$ cat src/rtl/ctrl_pipe_pkg.sv
// Shared definitions for the pipelined CPU control path: control bundle layout,
// register index width and the EX-stage forwarding select encodings.
package ctrl_pipe_pkg;

  localparam int CTRL_W = 8;
  localparam int REG_AW = 5;

  localparam int CTRL_REGWRITE = 7;
  localparam int CTRL_MEMTOREG = 6;
  localparam int CTRL_MEMREAD  = 5;
  localparam int CTRL_MEMWRITE = 4;
  localparam int CTRL_ALUSRC   = 3;
  localparam int CTRL_ALUOP_HI = 2;
  localparam int CTRL_ALUOP_LO = 1;
  localparam int CTRL_REGDST   = 0;

  localparam logic [1:0] FWD_REG   = 2'b00;
  localparam logic [1:0] FWD_EXMEM = 2'b10;
  localparam logic [1:0] FWD_MEMWB = 2'b01;

endpackage

$ cat src/rtl/ctrl_pipe_hazard_unit.sv
// Combinational hazard logic: load-use stall, IF/ID flush on taken branch or
// jump, and EX-stage operand forwarding selects.
module hazard_unit
  import ctrl_pipe_pkg::*;
(
  input  logic              idex_memread,
  input  logic [REG_AW-1:0] idex_rs,
  input  logic [REG_AW-1:0] idex_rt,
  input  logic [REG_AW-1:0] ifid_rs,
  input  logic [REG_AW-1:0] ifid_rt,
  input  logic              branch,
  input  logic              jump,
  input  logic              eq,
  input  logic              exmem_regwrite,
  input  logic [REG_AW-1:0] exmem_wr,
  input  logic              memwb_regwrite,
  input  logic [REG_AW-1:0] memwb_wr,
  output logic              stall,
  output logic              flush,
  output logic [1:0]        fwd_a,
  output logic [1:0]        fwd_b
);

  // EX/MEM is the younger producer, so it wins over MEM/WB; r0 never forwards.
  function automatic logic [1:0] fwd_sel(
    input logic [REG_AW-1:0] src,
    input logic              ex_rw,
    input logic [REG_AW-1:0] ex_wr,
    input logic              wb_rw,
    input logic [REG_AW-1:0] wb_wr
  );
    if (ex_rw && (ex_wr != '0) && (ex_wr == src))
      return FWD_EXMEM;
    else if (wb_rw && (wb_wr != '0) && (wb_wr == src))
      return FWD_MEMWB;
    else
      return FWD_REG;
  endfunction

  always_comb begin
    stall = idex_memread && (idex_rt != '0) &&
            ((idex_rt == ifid_rs) || (idex_rt == ifid_rt));
    // A stalled branch re-resolves next cycle, so it must not flush now.
    flush = !stall && ((branch && eq) || jump);
    fwd_a = fwd_sel(idex_rs, exmem_regwrite, exmem_wr, memwb_regwrite, memwb_wr);
    fwd_b = fwd_sel(idex_rt, exmem_regwrite, exmem_wr, memwb_regwrite, memwb_wr);
  end

endmodule

$ cat src/rtl/ctrl_pipe.sv
// Carries the decoder's control bundle from ID through ID/EX, EX/MEM and MEM/WB,
// presenting each field in the stage that consumes it.
module ctrl_pipe
  import ctrl_pipe_pkg::*;
(
  input  logic              clk_i,
  input  logic              rst_i,
  input  logic [CTRL_W-1:0] ConMux_i,
  input  logic              Branch_i,
  input  logic              Jump_i,
  input  logic              Eq_i,
  input  logic [REG_AW-1:0] IFID_rs_i,
  input  logic [REG_AW-1:0] IFID_rt_i,
  input  logic [REG_AW-1:0] IFID_rd_i,
  output logic              PCWrite_o,
  output logic              IFIDWrite_o,
  output logic              IFFlush_o,
  output logic              ALUSrc_o,
  output logic [1:0]        ALUOp_o,
  output logic              RegDst_o,
  output logic              MemRead_o,
  output logic              MemWrite_o,
  output logic              RegWrite_o,
  output logic              MemtoReg_o,
  output logic [REG_AW-1:0] WBReg_o,
  output logic [1:0]        ForwardA_o,
  output logic [1:0]        ForwardB_o
);

  logic [CTRL_W-1:0] idex_ctrl_p0;
  logic [REG_AW-1:0] idex_rs_p0, idex_rt_p0, idex_rd_p0;
  logic              exmem_regwrite_p1, exmem_memtoreg_p1;
  logic              exmem_memread_p1, exmem_memwrite_p1;
  logic [REG_AW-1:0] exmem_wr_p1;
  logic              memwb_regwrite_p2, memwb_memtoreg_p2;
  logic [REG_AW-1:0] memwb_wr_p2;
  logic [REG_AW-1:0] write_reg;
  logic              stall;

  hazard_unit u_hazard (
    .idex_memread   (idex_ctrl_p0[CTRL_MEMREAD]),
    .idex_rs        (idex_rs_p0),
    .idex_rt        (idex_rt_p0),
    .ifid_rs        (IFID_rs_i),
    .ifid_rt        (IFID_rt_i),
    .branch         (Branch_i),
    .jump           (Jump_i),
    .eq             (Eq_i),
    .exmem_regwrite (exmem_regwrite_p1),
    .exmem_wr       (exmem_wr_p1),
    .memwb_regwrite (memwb_regwrite_p2),
    .memwb_wr       (memwb_wr_p2),
    .stall          (stall),
    .flush          (IFFlush_o),
    .fwd_a          (ForwardA_o),
    .fwd_b          (ForwardB_o)
  );

  assign write_reg = idex_ctrl_p0[CTRL_REGDST] ? idex_rd_p0 : idex_rt_p0;

  always_ff @(posedge clk_i) begin
    if (!rst_i) begin
      idex_ctrl_p0      <= '0;
      idex_rs_p0        <= '0;
      idex_rt_p0        <= '0;
      idex_rd_p0        <= '0;
      exmem_regwrite_p1 <= 1'b0;
      exmem_memtoreg_p1 <= 1'b0;
      exmem_memread_p1  <= 1'b0;
      exmem_memwrite_p1 <= 1'b0;
      exmem_wr_p1       <= '0;
      memwb_regwrite_p2 <= 1'b0;
      memwb_memtoreg_p2 <= 1'b0;
      memwb_wr_p2       <= '0;
    end else begin
      // ID -> EX: a stall inserts a bubble, which also ends the stall next cycle
      idex_ctrl_p0      <= stall ? '0 : ConMux_i;
      idex_rs_p0        <= IFID_rs_i;
      idex_rt_p0        <= IFID_rt_i;
      idex_rd_p0        <= IFID_rd_i;
      // EX -> MEM
      exmem_regwrite_p1 <= idex_ctrl_p0[CTRL_REGWRITE];
      exmem_memtoreg_p1 <= idex_ctrl_p0[CTRL_MEMTOREG];
      exmem_memread_p1  <= idex_ctrl_p0[CTRL_MEMREAD];
      exmem_memwrite_p1 <= idex_ctrl_p0[CTRL_MEMWRITE];
      exmem_wr_p1       <= write_reg;
      // MEM -> WB
      memwb_regwrite_p2 <= exmem_regwrite_p1;
      memwb_memtoreg_p2 <= exmem_memtoreg_p1;
      memwb_wr_p2       <= exmem_wr_p1;
    end
  end

  assign PCWrite_o   = !stall;
  assign IFIDWrite_o = !stall;
  assign ALUSrc_o    = idex_ctrl_p0[CTRL_ALUSRC];
  assign ALUOp_o     = idex_ctrl_p0[CTRL_ALUOP_HI:CTRL_ALUOP_LO];
  assign RegDst_o    = idex_ctrl_p0[CTRL_REGDST];
  assign MemRead_o   = exmem_memread_p1;
  assign MemWrite_o  = exmem_memwrite_p1;
  assign RegWrite_o  = memwb_regwrite_p2;
  assign MemtoReg_o  = memwb_memtoreg_p2;
  assign WBReg_o     = memwb_wr_p2;

endmodule

$ cat config.mk
export PLATFORM = sky130hd
export DESIGN_NAME = ctrl_pipe
export DESIGN_NICKNAME = d
export VERILOG_FILES = /design/src/rtl/ctrl_pipe_pkg.sv /design/src/rtl/ctrl_pipe_hazard_unit.sv /design/src/rtl/ctrl_pipe.sv
export SDC_FILE = /design/constraint.sdc
export NUM_CORES = 1
export LEC_CHECK = 0
export ABC_AREA = 1
export CAP_MARGIN = 20
export CORE_UTILIZATION = 35
export DETAILED_ROUTE_END_ITERATION = 16
export PLACE_DENSITY = 0.66
export REMOVE_ABC_BUFFERS = 1
export SLEW_MARGIN = 25
export SYNTH_ARGS = -nofsm -noshare
export SYNTH_HDL_FRONTEND = slang
export SYNTH_SLANG_ARGS = --single-unit
$ cat constraint.sdc
create_clock -name clk_i -period 3.7 [get_ports clk_i]
set_input_delay 0.74 -clock clk_i [delete_from_list [all_inputs] [get_ports clk_i]]
set_output_delay 0.74 -clock clk_i [all_outputs]
set_load 0.01 [all_outputs]
# Word level (Yosys, flattened, before mapping)
# Index checks and enable logic that the tools add are counted.
[word_totals] ff_bits=39 inputBits=28 out_inout_bits=20 word_cells=41
[op_classes] n_eq_ne=6 muxes=5 bitwise=1 reduce_logical=17
[ops] operator="$eq 5x5->1" n=6
[ops] operator="$reduce_bool 5->1" n=3
[ops] operator="$logic_and 1x1->1" n=10
[ops] operator="$mux 5" n=1
[ops] operator="$mux 2" n=2
[ops] operator="$logic_or 1x1->1" n=2
[ops] operator="$mux 1" n=2
[ops] operator="$reduce_or 2->1" n=1
[ops] operator="$logic_not 1->1" n=1
[ops] operator="$not 1->1" n=1

# Depth between registers and ports, before layout
# Gate-level depths: netlist of the first run.
[depth] ltp_word=5 mapped_depth=10 depth_no_buf=9

# Cells and area by module
# A second synthesis of the first run with hierarchy kept.
[hier_totals] hier_cells=242 area_unflattened_um2=1739.2
[by_module_without_submodules] module="ctrl_pipe" n_inst=1 cells_per_inst=141 area_each_um2=1182.4 seq_area_each_um2=780.7
[by_module_without_submodules] module="hazard_unit" n_inst=1 cells_per_inst=101 area_each_um2=556.8 seq_area_each_um2=0.0

# Least setup slack after synthesis of the first run
# No wires, ideal clock.
[synth_path] path_kind="input to output" start="input IFID_rs_i[2]" end="output PCWrite_o" arrival_ns=1.345 t_required_ns=2.960 path_slack_ns=1.615 path_stages=8 path_buffers=1 cell_sequence="inv_1 -> nand2_1 -> nand2_1 -> nor2_1 -> nand3_1 -> nand2_1 -> nand2_2 -> buf_4"
[synth_between] elab_chain_len=4
[synth_rtl] item="start: declaration" line_no="ctrl_pipe.sv:12" source="input logic [REG_AW-1:0] IFID_rs_i,"
[synth_rtl] item="$eq 5x5->1" line_no="ctrl_pipe_hazard_unit.sv:42" source="((idex_rt == ifid_rs) || (idex_rt == ifid_rt));"
[synth_rtl] item="$logic_or 1x1->1" line_no="ctrl_pipe_hazard_unit.sv:42"
[synth_rtl] item="$logic_and 1x1->1" line_no="ctrl_pipe_hazard_unit.sv:41" source="stall = idex_memread && (idex_rt != '0) &&"
[synth_rtl] item="$logic_not 1->1"
[synth_rtl] item="end: declaration" line_no="ctrl_pipe.sv:15" source="output logic PCWrite_o,"
# No other way between the ends.

# Worst setup path in the final report of the first run
[layout_path] start="input IFID_rt_i[0]" end="output IFFlush_o"
[layout_between] elab_chain_len=5
[layout_rtl] item="start: declaration" line_no="ctrl_pipe.sv:13" source="input logic [REG_AW-1:0] IFID_rt_i,"
[layout_rtl] item="$eq 5x5->1" line_no="ctrl_pipe_hazard_unit.sv:42"
[layout_rtl] item="$logic_or 1x1->1" line_no="ctrl_pipe_hazard_unit.sv:42"
[layout_rtl] item="$logic_and 1x1->1" line_no="ctrl_pipe_hazard_unit.sv:41"
[layout_rtl] item="$logic_not 1->1" line_no="ctrl_pipe_hazard_unit.sv:44" source="flush = !stall && ((branch && eq) || jump);"
[layout_rtl] item="$logic_and 1x1->1" line_no="ctrl_pipe_hazard_unit.sv:44"
[layout_rtl] item="end: declaration" line_no="ctrl_pipe.sv:17" source="output logic IFFlush_o,"
# No other way between the ends.

==> impl_metrics.py, run 1 <==
metrics = {
    "routing": {
        "route.detailed.drc": 0,
        "via_count": 1320,
        "final_antenna_net_count": 0,
        "routedWlPerCell_um": 9.74,
        "wirelength_um": 3100,
        "drt-initial-drc-count": 61,
        "routed_via_density": 4.15,
        "first_pass_iters": 4,
    },
    "worst_setup_path": {
        "crit_required_ns": 2.96,
        "path_class": "primary input to output port",
        "cp_max_fo": 3,
        "start_kind": "primary input",
        "arrival_ns": 2.33,
        "crit_path_end_kind": "output port",
    },
    "global_route": {
        "grt_pass1_wl_um": 5380,
        "grt_max_degree": 21,
        "overflow": 0,
        "grt.total_usage": 0.139,
        "grt_pass1_vias": 1186,
        "antenna_found_initial": 0,
    },
    "cts": {
        "clk_latency_ns": 0.29,
        "cts.clk_slew.worst_paths_ns": 0.08,
        "post_cts_buffers": 0,
        "clockBufferDepth": 2,
        "h-tree-depth": 2,
        "cts_buffers": 5,
        "root_buffer": "clkbuf_8",
        "cts_tree": "done",
        "ctsHoldBuffers": 0,
        "cts-resized-gates": 0,
        "cts_sinks": 39,
    },
    "sta": {
        "slew_headroom": 0.513,
        "hold_slack_ns": 0.415,
        "fmax_mhz": 326,
        "final.setup.tns_ns": 0,
        "rsz0062_at_grt": "false",
        "fin_crit_sh": 0.830,
        "skew_ns": 0.00347,
        "fin_crit_ns": 3.07,
        "final-hold-violation-count": 0,
        "setup_viol": 0,
        "worstMarginPinSlew_ns": 0.728,
        "final_max_slew_viol_count": 0,
    },
    "final_layout": {
        "final_nets": 293,
        "antennaDiodeCount": 0,
        "multiInputGateArea_um2": 613,
        "fin_area_um2": 2240,
        "fill_cells": 445,
        "layout_common_cells": "51 x nand2_1, 47 x clkdlybuf4s50_1, 45 x inv_1",
        "final_common_cell": "nand2_1",
        "layout-drive-gt1-share": 0.0564,
        "final_util": 0.507,
        "seq_area_um2": 781,
        "syn_to_final_growth_pct": 36.9,
    },
    "job": {
        "cap_viol_max_count": 0,
    },
    "die": {
        "dieHeight_um": 70.3,
        "die_w_um": 70.3,
        "row_count": 24,
        "dieArea_um2": 4950,
        "ios": 48,
        "start_util": 0.370,
        "core-area_um2": 4410,
    },
    "power_and_ir_drop": {
        "p_per_area_nw_per_um2": 415,
        "ir_drop_mv": 0.235,
        "total_power_w": 0.000928,
        "p_leak_nw": 1.18,
    },
    "yosys": {
        "netlist.area_leader.share": 0.478,
        "ys_seq_area_frac": 0.478,
        "syn-instance-count": 219,
        "ys_types": 20,
        "synth_seq_cells": 39,
        "synth_area_um2": 1630,
        "yosys_warnings": 0,
        "syn_area_per_cell_um2": 7.46,
        "yosys-top-cells-area": "dfxtp_1 48%, nand2_1 12%, inv_1 10%, xnor2_1 7.5%, nor2_1 4.6%",
        "synth_top_cell_by_area": "dfxtp_1",
    },
    "worst_hold_path": {
        "hp-class": "register to register",
    },
    "run_status": {
        "outcome": "finished clean",
    },
    "placed_design": {
        "io_buffer_count": 47,
        "place_area_um2": 2120,
        "hpwl_um": 2380,
        "place.gp.congestion": 0.804,
    },
}
[where the power goes]
group | internal, W | switching [W] | leakage (nW) | total [W]
logic | 0.0000694 | 0.0000518 | 0.796 | 0.000121
registers | 0.000442 | 0.0000193 | 0.323 | 0.000461
clock network | 0.000201 | 0.000145 | 0.0581 | 0.000346
[routing by layer]
layer  global-route usage  up-vias  routed length [um]
met5                    0        -                   0
met2                0.226       28                1520
met3               0.0303        5                  97
li1                     -      729                   -
met1                0.170      558                1420
met4               0.0733        0                  57
[cells by family after synthesis]
family	Yosys count	share of synthesized area
and+or+nand+nor	84	0.211
AOI/OAI and AO/OA	15	0.0459
DFF	39	0.478
xor gates and xnor gates	22	0.118
buffers and inverters	59	0.147
[path summary, 6_finish.rpt]
path	from	end	slack (ns)	cells after the start
worst min register to register	idex_ctrl_p0[7]	exmem_regwrite_p1	0.42	2
worst min-delay path	idex_ctrl_p0[7]	exmem_regwrite_p1	0.42	2
worst max-delay path	IFID_rt_i[0]	IFFlush_o	0.63	8
worst max register to register	idex_rt_p0[4]	idex_ctrl_p0[6]	2.33	9
[critical path, stage by stage]
cell	delay (ns)
clkdlybuf4s50_1	0.50
nor2_1	0.05
nor2_1	0.11
nor2_1	0.05
nand3_1	0.06
nand2_1	0.10
a21oi_1	0.17
clkdlybuf4s50_1	0.55
[area by class of cell]
cell class                 count  area share
clock buffer                   5      0.0308
clock inverter                 3      0.0196
inverter                      50      0.0839
multi-input combinational    121       0.274
sequential                    39       0.349
tap                           52      0.0291
timing repair buffer          48       0.214
[flip-flops by register name, summed over array words and instances (netlist names), 5 cells and up]
register      flops
exmem_wr_p1       5
idex_ctrl_p0      8
WBReg_o           5
idex_rt_p0        5
idex_rd_p0        5
idex_rs_p0        5
[synth_stat cells]
library cell,count
o21ai_0,7
clkinv_1,1
o21ai_1,1
xor2_1,8
nand2_4,1
inv_2,4
nand2_2,1
nor2_1,20
dfxtp_1,39
inv_1,45
a21oi_1,7
nor3_1,4
nand2_1,51
clkbuf_2,2
clkbuf_1,2
buf_4,4
xnor2_1,14
nand4_1,5
nand3_1,2
buf_2,1
[stage by stage]
step                      cells  worst slack [ns]
after floorplan             210              1.70
after global placement      310             0.656
after detailed placement    310             0.639
after CTS                   318             0.627
after global routing        318             0.449
final                       318             0.628
(Power assumes the default switching activity.)
==> run 2, diff against run 1 <==
==> constraint.sdc (replaced) <==
create_clock -name clk_i -period 3.2 [get_ports clk_i]
set_input_delay 0.64 -clock clk_i [delete_from_list [all_inputs] [get_ports clk_i]]
set_output_delay 0.64 -clock clk_i [all_outputs]
set_load 0.01 [all_outputs]
==> run 2 against run 1 <==
Effect of this change: clock skew up 0.0046 ns; total power up 18%; routed wire length down 0.87%; die area unchanged; worst setup slack worse by 0.28 ns; first-iteration DRC count down 21%; critical endpoint unchanged; via count down 1.7%; largest power group unchanged; count of clock-buffer cells in the layout up 1; critical path depth unchanged; worst hold slack better by 0.0014 ns; design area up 0.22%.
==> impl_metrics.py, run 2 (same netlist as run 1, synthesis figures left out) <==
metrics = {
    "cts": {
        "ctsHoldBuffers": 0,
        "cts_sinks": 39,
        "cts_tree": "done",
        "cts-resized-gates": 0,
        "cts_buffers": 5,
        "clk_latency_ns": 0.29,
        "cts.clk_slew.worst_paths_ns": 0.08,
        "post_cts_buffers": 0,
        "h-tree-depth": 2,
        "clockBufferDepth": 2,
        "root_buffer": "clkbuf_8",
    },
    "worst_setup_path": {
        "slowest_stage": "clkdlybuf4s50_1",
        "path_class": "primary input to output port",
        "crit_path_end_kind": "output port",
        "arrival_ns": 2.21,
        "crit_path_cell_trace": "clkdlybuf4s50_1, nand2_1, nand2_1, nor2_1, nand3_1, nand2_1, a21oi_1, clkdlybuf4s50_1",
        "cp_max_fo": 3,
        "cpMostUsedCell": "nand2_1",
        "cp_top_family": "buffers and inverters",
        "slowest_delay_ns": 0.55,
        "crit_required_ns": 2.56,
        "start_kind": "primary input",
        "worst-path-buf-inv": 2,
    },
    "final_layout": {
        "final_common_cell": "nand2_1",
        "largest_register_ffs": 8,
        "final_nets": 293,
        "syn_to_final_growth_pct": 37.2,
        "largest-register": "idex_ctrl_p0",
        "antennaDiodeCount": 0,
        "layout_common_cells": "51 x nand2_1, 47 x clkdlybuf4s50_1, 45 x inv_1",
        "layout-drive-gt1-share": 0.0564,
    },
    "global_route": {
        "grt.total_usage": 0.139,
        "overflow": 0,
        "grt_pass1_vias": 1176,
        "grt_pass1_wl_um": 5330,
        "grt_max_degree": 22,
        "antenna_found_initial": 0,
    },
    "power_and_ir_drop": {
        "ir_drop_mv": 0.258,
        "total_power_w": 0.00109,
        "combPwrFrac": 0.128,
        "cell_internal_pwr_w": 0.000843,
        "switchingPower_w": 0.000251,
        "p_leak_nw": 1.18,
        "clkPwrFrac": 0.385,
        "seqPwrFrac": 0.487,
        "p_per_area_nw_per_um2": 488,
        "p_sw_frac": 0.229,
    },
    "die": {
        "dieHeight_um": 70.3,
        "start_util": 0.370,
        "die_w_um": 70.3,
        "dieArea_um2": 4950,
        "core-area_um2": 4410,
        "row_count": 24,
        "ios": 48,
    },
    "routing": {
        "routed_via_density": 4.08,
        "drt-initial-drc-count": 48,
        "via_count": 1297,
        "routedWlPerCell_um": 9.65,
        "wirelength_um": 3070,
        "final_antenna_net_count": 0,
        "route.detailed.drc": 0,
        "first_pass_iters": 4,
    },
    "run_status": {
        "outcome": "finished clean",
    },
    "job": {
        "cap_viol_max_count": 0,
    },
    "sta": {
        "fin_crit_sh": 0.892,
        "fin_crit_ns": 2.85,
        "worstMarginPinSlew_ns": 0.790,
        "fmax_mhz": 350,
        "setup_viol": 0,
        "final_max_slew_viol_count": 0,
        "final-hold-violation-count": 0,
        "slew_headroom": 0.472,
        "rsz0062_at_grt": "false",
        "skew_ns": 0.00803,
        "hold_slack_ns": 0.417,
        "final.setup.tns_ns": 0,
    },
    "worst_hold_path": {
        "hp-class": "register to register",
    },
    "placed_design": {
        "hpwl_um": 2330,
        "io_buffer_count": 47,
        "place.gp.congestion": 0.853,
    },
}
[run 2: area by class of cell]
class,count,area [um2]
fillers,429,2170
inverters,50,188
flip-flops and latches,39,781
clock buffers,6,82.6
repair buffers,48,478
clock inverters,2,35.0
multi-input cells,121,613
well taps,52,65.1
[run 2: worst min-delay path, cell delays in order, from the launching register on]
cell and delay (ns):
dfxtp_1 0.31, nand2_1 0.05, inv_1 0.04
[run 2: worst paths after layout]
check	startpoint	to	slack (ns)	depth (start not counted)
setup / recovery	IFID_rs_i[3]	IFFlush_o	0.35	8
hold / removal	idex_ctrl_p0[7]	exmem_regwrite_p1	0.42	2
hold reg to reg	idex_ctrl_p0[7]	exmem_regwrite_p1	0.42	2
setup reg to reg	idex_rt_p0[4]	idex_ctrl_p0[5]	1.79	9
[run 2: power groups by stage]
stage,Combinational [W],Sequential [W],Clock (W)
after detailed placement,0.000141,0.000545,0
after global placement,0.000140,0.000544,0
final,0.000140,0.000533,0.000421
after global routing,0.000159,0.000537,0.000454
after floorplan,0.0000663,0.000543,0
after CTS,0.000141,0.000533,0.000431
[run 2: metrics by stage]
step / instances / utilization / area (um2) / setup slack, ns
floorplan: 210 / - / 1580 / 1.40
finish: 318 / 0.508 / 2240 / 0.346
CTS: 318 / 0.508 / 2240 / 0.333
detailed placement: 310 / 0.481 / 2120 / 0.334
global placement: 310 / 0.481 / 2120 / 0.356
global route: 318 / 0.508 / 2240 / 0.199
[run 2: layer usage]
layer / track usage / share of wire
met1: 0.174 / 0.49
met2: 0.214 / 0.44
met3: 0.0476 / 0.044
met4: 0.0622 / 0.027
met5: 0 / 0
==> run 3, diff against run 2 <==
--- a/config.mk
+++ b/config.mk
@@ -9,6 +9,7 @@
 export CAP_MARGIN = 20
 export CORE_UTILIZATION = 35
 export DETAILED_ROUTE_END_ITERATION = 16
+export HOLD_SLACK_MARGIN = 0.05
 export PLACE_DENSITY = 0.66
 export REMOVE_ABC_BUFFERS = 1
 export SLEW_MARGIN = 25
==> results of run 3 <==
Final layout, timing and power as in run 2 (identical DEF).
